<file path="src/rtl/dev_bus_arbiter.sv">
// Two-master round-robin arbiter for the processor-side device bus.
// Single-beat req/ack transactions with a bounded burst allowance per master.
module dev_bus_arbiter #(
    parameter int unsigned MAX_BURST = 4
) (
    input  logic        clk,
    input  logic        reset,
    input  logic        m0_req,
    input  logic [31:0] m0_addr,
    input  logic [31:0] m0_wd,
    input  logic        m0_we,
    output logic        m0_ack,
    output logic [31:0] m0_rd,
    input  logic        m1_req,
    input  logic [31:0] m1_addr,
    input  logic [31:0] m1_wd,
    input  logic        m1_we,
    output logic        m1_ack,
    output logic [31:0] m1_rd,
    output logic [31:0] PrAddr,
    output logic [31:0] PrWD,
    output logic        PrWe,
    input  logic [31:0] PrRD,
    output logic [1:0]  arb_owner
);

    localparam int unsigned RUN_W = 4;
    localparam logic [RUN_W-1:0] RUN_MAX = RUN_W'(MAX_BURST);

    typedef enum logic [1:0] {
        IDLE = 2'd0,
        BEAT = 2'd1,
        ACK  = 2'd2
    } state_t;

    state_t           state_q, state_d;
    logic             owner_q, owner_d;
    logic             last_q, last_d;
    logic [RUN_W-1:0] run_q, run_d;
    logic [31:0]      rd_q, rd_d;
    logic             winner;

    // State and arbitration history registers
    always_ff @(posedge clk) begin
        if (!reset) begin
            state_q <= IDLE;
            owner_q <= 1'b0;
            last_q  <= 1'b0;
            run_q   <= '0;
            rd_q    <= '0;
        end else begin
            state_q <= state_d;
            owner_q <= owner_d;
            last_q  <= last_d;
            run_q   <= run_d;
            rd_q    <= rd_d;
        end
    end

    // Next-state, winner selection and burst run accounting
    always_comb begin
        state_d = state_q;
        owner_d = owner_q;
        last_d  = last_q;
        run_d   = run_q;
        rd_d    = rd_q;
        winner  = 1'b0;

        // Under contention the previous owner keeps the bus until its burst allowance is used up
        if (m0_req && m1_req) begin
            winner = (run_q < RUN_MAX) ? last_q : ~last_q;
        end else begin
            winner = m1_req;
        end

        unique case (state_q)
            IDLE: begin
                if (m0_req || m1_req) begin
                    state_d = BEAT;
                    owner_d = winner;
                    if (winner == last_q) begin
                        run_d = (run_q >= RUN_MAX) ? RUN_MAX : run_q + RUN_W'(1);
                    end else begin
                        run_d  = RUN_W'(1);
                        last_d = winner;
                    end
                end
            end
            BEAT: begin
                rd_d    = PrRD;
                state_d = ACK;
            end
            ACK: begin
                state_d = IDLE;
            end
            default: begin
                state_d = IDLE;
            end
        endcase
    end

    // Bus is driven only during BEAT; address 0 decodes to no device otherwise
    always_comb begin
        PrAddr    = '0;
        PrWD      = '0;
        PrWe      = 1'b0;
        arb_owner = 2'b00;
        m0_ack    = 1'b0;
        m1_ack    = 1'b0;
        if (state_q == BEAT) begin
            PrAddr = owner_q ? m1_addr : m0_addr;
            PrWD   = owner_q ? m1_wd   : m0_wd;
            PrWe   = owner_q ? m1_we   : m0_we;
        end
        if (state_q == BEAT || state_q == ACK) begin
            arb_owner = owner_q ? 2'b10 : 2'b01;
        end
        if (state_q == ACK) begin
            m0_ack = ~owner_q;
            m1_ack = owner_q;
        end
    end

    assign m0_rd = rd_q;
    assign m1_rd = rd_q;

endmodule

</file>
<file path="config.mk">
export PLATFORM = sky130hd
export DESIGN_NAME = dev_bus_arbiter
export DESIGN_NICKNAME = d
export VERILOG_FILES = /design/src/rtl/dev_bus_arbiter.sv
export SDC_FILE = /design/constraint.sdc
export NUM_CORES = 1
export LEC_CHECK = 0
export ABC_AREA = 1
export BUFFER_PORTS_ARGS = -buffer_cell sky130_fd_sc_hd__buf_2
export CAP_MARGIN = 20
export CORE_AREA = 2 2 115 117
export DETAILED_ROUTE_END_ITERATION = 8
export DIE_AREA = 0 0 117 119
export SLEW_MARGIN = 25
export SYNTH_ARGS = -nofsm -noshare
export SYNTH_HDL_FRONTEND = slang
export SYNTH_SLANG_ARGS = --single-unit
export TNS_END_PERCENT = 20
</file>
<file path="constraint.sdc">
create_clock -name clk -period 1.8 [get_ports clk]
set_input_delay 0.27 -clock clk [delete_from_list [all_inputs] [get_ports clk]]
set_output_delay 0.27 -clock clk [all_outputs]
set_load 0.02 [all_outputs]
</file>
# ---- Word-level counts from Yosys, hierarchy flattened
# Cells that the tools add are included.
dict set report word_totals {
  word_cells 37
  in_bits 166
  regBits 40
  out_inout_bits 133
}
dict set report classes {
  magnitude_cmp 2
  bitwise 3
  muxes 16
  reduce_logical 6
  n_eq_ne 4
  addsub 1
}
# cell count
set op_table {}
lappend op_table {{$mux 32} 4}
lappend op_table {{$mux 4} 2}
lappend op_table {{$mux 1} 6}
lappend op_table {{$mux 2} 3}
lappend op_table {{$add 4x1->4 const B} 1}
lappend op_table {{$ge 4x3->1 const B} 1}
lappend op_table {{$lt 4x3->1 const B} 1}
lappend op_table {{$pmux 2 s2} 1}
lappend op_table {{$not 1->1} 3}
lappend op_table {{$reduce_and 3->1} 1}
lappend op_table {{$eq 2x1->1 const B} 1}
lappend op_table {{$eq 2x2->1 const B} 1}
lappend op_table {{$logic_not 2->1} 1}
lappend op_table {{$logic_or 1x1->1} 2}
lappend op_table {{$ne 2x2->1 const B} 1}
lappend op_table {{$reduce_and 2->1} 1}
lappend op_table {{$eq 1x1->1} 1}
lappend op_table {{$logic_and 1x1->1} 1}

# ---- Logic depth before layout (Yosys ltp)
dict set report logic_depth {
  ltp_word 6
  ltp_mapped 9
  mapped_depth_nobuf 9
}

# ---- Least setup slack after synthesis
# No wires, ideal clock.
dict set report synth_path {
  kind {reg-to-output}
  start {register state_q[1]}
  end {output port PrAddr[0]}
  arrival_ps 1331
  n_path_buf 2
  setup_slack_ps 199
  required_ps 1530
  stages_incl_launch_ff 7
  cell_sequence {dfxtp_1 -> inv_1 -> ha_1 -> buf_4 -> buf_4 -> o21ai_1 -> nor2_1}
}
dict set report synth_via {
  elab_chain_cells 2
}
# element line_no
set synth_rtl {}
lappend synth_rtl {{start, declared} 36} ;# state_t state_q, state_d;
lappend synth_rtl {{start signal, assigned} 52} ;# state_q <= state_d;
lappend synth_rtl {{$eq 2x1->1} 110} ;# if (state_q == BEAT) begin
lappend synth_rtl {{$mux 32} 110}
lappend synth_rtl {{end, declared} 20} ;# output logic [31:0] PrAddr,
# Every way passes these cells.

# ---- Worst setup path after layout
dict set report layout_path {
  start {register state_q[1]}
  end {output port PrAddr[18]}
}
# Same word-level chain as after synthesis.

==> metrics.yaml <==
status:
  status: "complete, but fails checks"
  violations: "setup timing"
worst_hold_path:
  worstHoldStart: "PrRD[15]"
  hold_depth: 3
  hp-class: "input pin to register"
  hold_path_end: "m0_rd[15]$_SDFFE_PN0N_"
critical_path:
  rr_startpoint: "state_q[1]$_SDFFE_PN0P_"
  cp_max_fo: 8
  r2r_cells: 6
  r2r-end: "m0_rd[22]$_SDFFE_PN0N_"
  critical_path_class: "register to primary output"
  critPathCaptureType: "primary output"
  slowest_stage: "dfxtp_2"
  critPathBufInv: 4
  critPathLaunchType: "register"
  cp.required_ns: 1.53
  crit_family: "buffers and inverters"
  cpPeakStageDelay_ns: 0.33
  r2r_slack_ns: 0.37
  arrival_ns: 1.55
  crit_chain: "inv_4 > ha_4 > buf_12 > clkbuf_16 > o21ai_1 > nor2_1 > buf_4"
drt:
  routed_wl_um: 12500
  drc: 0
  num_vias: 3836
  firstDrtPassIters: 4
  via_per_inst: 4.31
  drt-initial-drc-count: 241
  post_drt_wl_per_cell_um: 14.0
  antenna_left: 0
placed_design:
  placed_area_um2: 4130
  portBuffers: 298
  dpl.hpwl_um: 9000
  gp_congestion: 0.792
power_and_ir_drop:
  p_seq_frac: 0.294
  power_uw: 3640
  clock_power_share: 0.246
  combPwrFrac: 0.460
  p_leak_uw: 0.00264
  ir_drop_mv: 0.610
  p_sw_frac: 0.390
  intPower_uw: 2220
  power_density_nw_per_um2: 782
  power.switching_uw: 1420
sta:
  finalClockSkew_ns: 0.00386
  worst_pin_slew_ns: 0.555
  rsz0062_at_grt: "true"
  finalHoldViolCount: 0
  fin_crit_ns: 1.82
  setup_violations: 2
  fin_ws_ns: -0.0209
  drv_slew: 0
  relSlewSlack: 0.629
  fin_crit_sh: 1.01
  whs_ns: 0.213
  fmax_ghz: 0.549
synth:
  yosys-top-cells-area: "dfxtp_1 29%, nor2_1 27%, o21ai_0 13%"
  synth_edf_count: 0
  synth.cell_area_um2: 2730
  ys_types: 21
  synth_top_area_cell: "dfxtp_1"
  synth_seq_cells: 40
  ys_seq_area_frac: 0.293
  yosys.area.top_type_share: 0.293
  synth.most_common_cell: "nor2_1"
  syn_avg_cell_area_um2: 6.08
  netlist_instances: 450
  synth_ff_type: "dfxtp_1"
  netlist_top_cells_count: "198 x nor2_1, 72 x o21ai_0, 41 x buf_4"
  syn_nets: 621
  yosys_warnings: 0
  synthArstFlopShare: 0
finish:
  drive_gt1_frac: 0.480
  seq_area_um2: 805
  nFillCells: 1424
  areaGrowthSynthToFinish_pct: 70.0
  nets: 880
  fin_area_um2: 4650
  multiInputGateArea_um2: 1510
die:
  die_y_um: 119
  initial_utilization: 0.212
  fp.coreArea_um2: 12900
  ios: 299
  die_area_um2: 13900
  die_w_um: 117
  row_count: 42
cts:
  clkLatencyLatePin_ns: 0.28
  cts_tree: "yes"
  clkTransAtPathRegs_ns: 0.06
  cts_max_path_buffers: 2
  cts_root_buf: "clkbuf_16"
  htreeDepth: 2
  clock-sinks: 40
  cts_buffers: 5
  ctsHoldBuffers: 0
grt:
  grt_max_degree: 66
  grt_pass1_wl_um: 17100
  overflow: 0
  antenna_found_initial: 5
  grt_usage: 0.157
  grt_pass1_vias: 3332
job:
  max-cap-violations: 0
==> how the worst max path moves through the flow <==
| stage | start | end | depth (start not counted) |
|---|---|---|---|
| after floorplan | state_q[1]$_SDFFE_PN0P_ | PrAddr[0] | 6 |
| after global routing | state_q[1]$_SDFFE_PN0P_ | PrWD[15] | 7 |
| after global placement | state_q[1]$_SDFFE_PN0P_ | PrAddr[27] | 6 |
| after detailed placement | state_q[1]$_SDFFE_PN0P_ | PrWD[24] | 6 |
| after CTS | state_q[1]$_SDFFE_PN0P_ | PrAddr[26] | 6 |
| final | state_q[1]$_SDFFE_PN0P_ | PrAddr[18] | 7 |
==> state kept, by name, indices dropped and copies added (netlist names) <==
register,flops
m0_rd,32
last_q,1
run_q,4
owner_q,1
state_q,2
==> kinds of logic after synthesis <==
logic type / Yosys count / share of synthesized area
flip-flops: 40 / 0.293
AO/OA/AOI/OAI: 108 / 0.200
AND/OR/NAND/NOR: 220 / 0.315
adder cells (fa/ha/maj): 5 / 0.0229
buffers and inverters: 77 / 0.168
==> metrics by stage <==
step           cells  utilization  worst slack, ns  TNS [ns]
2_1_floorplan    450            -            0.199         0
3_3_place_gp     868        0.321            0.141         0
4_1_cts          878        0.342          -0.0451     -1.09
6_report         891        0.361          -0.0209   -0.0265
3_5_place_dp     868        0.321            0.135         0
5_1_grt          889        0.361          -0.0815     -1.57
==> metal layers <==
metal | GRT usage | share of wire
met1 | 0.190 | 0.41
met2 | 0.277 | 0.49
met3 | 0.0326 | 0.081
met4 | 0.0434 | 0.017
met5 | 0 | 0
==> power by group through the flow <==
stage               clock network (uW)  logic (uW)  registers (uW)
floorplan                            0         880            1170
global placement                     0        1450            1080
detailed placement                   0        1450            1080
CTS                                916        1540            1070
global route                       950        1810            1080
finish                             894        1670            1070
==> tightest hold or removal path, cell delays in order <==
cell	delay (ns)
buf_2	0.07
nor2_1	0.03
nor2_1	0.08
==> repair_timing <==
item                                    in CTS  in global routing
buffers inserted                             0                  6
pin swaps                                    1                 12
endpoints found under the setup margin      58                 54
cloned                                       2                  2
resized for setup                           22                 71
==> layout make-up <==
class,count,area share
Sequential cell,40,0.173
Clock buffer,8,0.0315
Antenna cell,5,0.00269
Inverter,14,0.0118
Multi-Input combinational cell,333,0.324
Tap cell,176,0.0474
Timing Repair Buffer,315,0.409
==> cells in the final DEF (no fill, tap or decap), types with 2 or more instances in the layout <==
master | Yosys | layout
a21oi_1 | 8 | 8
buf_12 | 0 | 5
buf_16 | 0 | 2
buf_2 | 6 | 240
buf_4 | 41 | 66
clkbuf_1 | 13 | 2
clkbuf_16 | 0 | 7
dfxtp_1 | 40 | 37
dfxtp_2 | 0 | 3
diode_2 | 0 | 5
ha_1 | 5 | 4
inv_1 | 10 | 9
inv_2 | 4 | 4
nand2_1 | 12 | 12
nand3_1 | 4 | 4
nand3_2 | 2 | 2
nor2_1 | 198 | 197
nor3_1 | 2 | 2
o21ai_0 | 72 | 53
o21ai_1 | 26 | 40
o21ai_2 | 1 | 6
(Power assumes the default switching activity.)
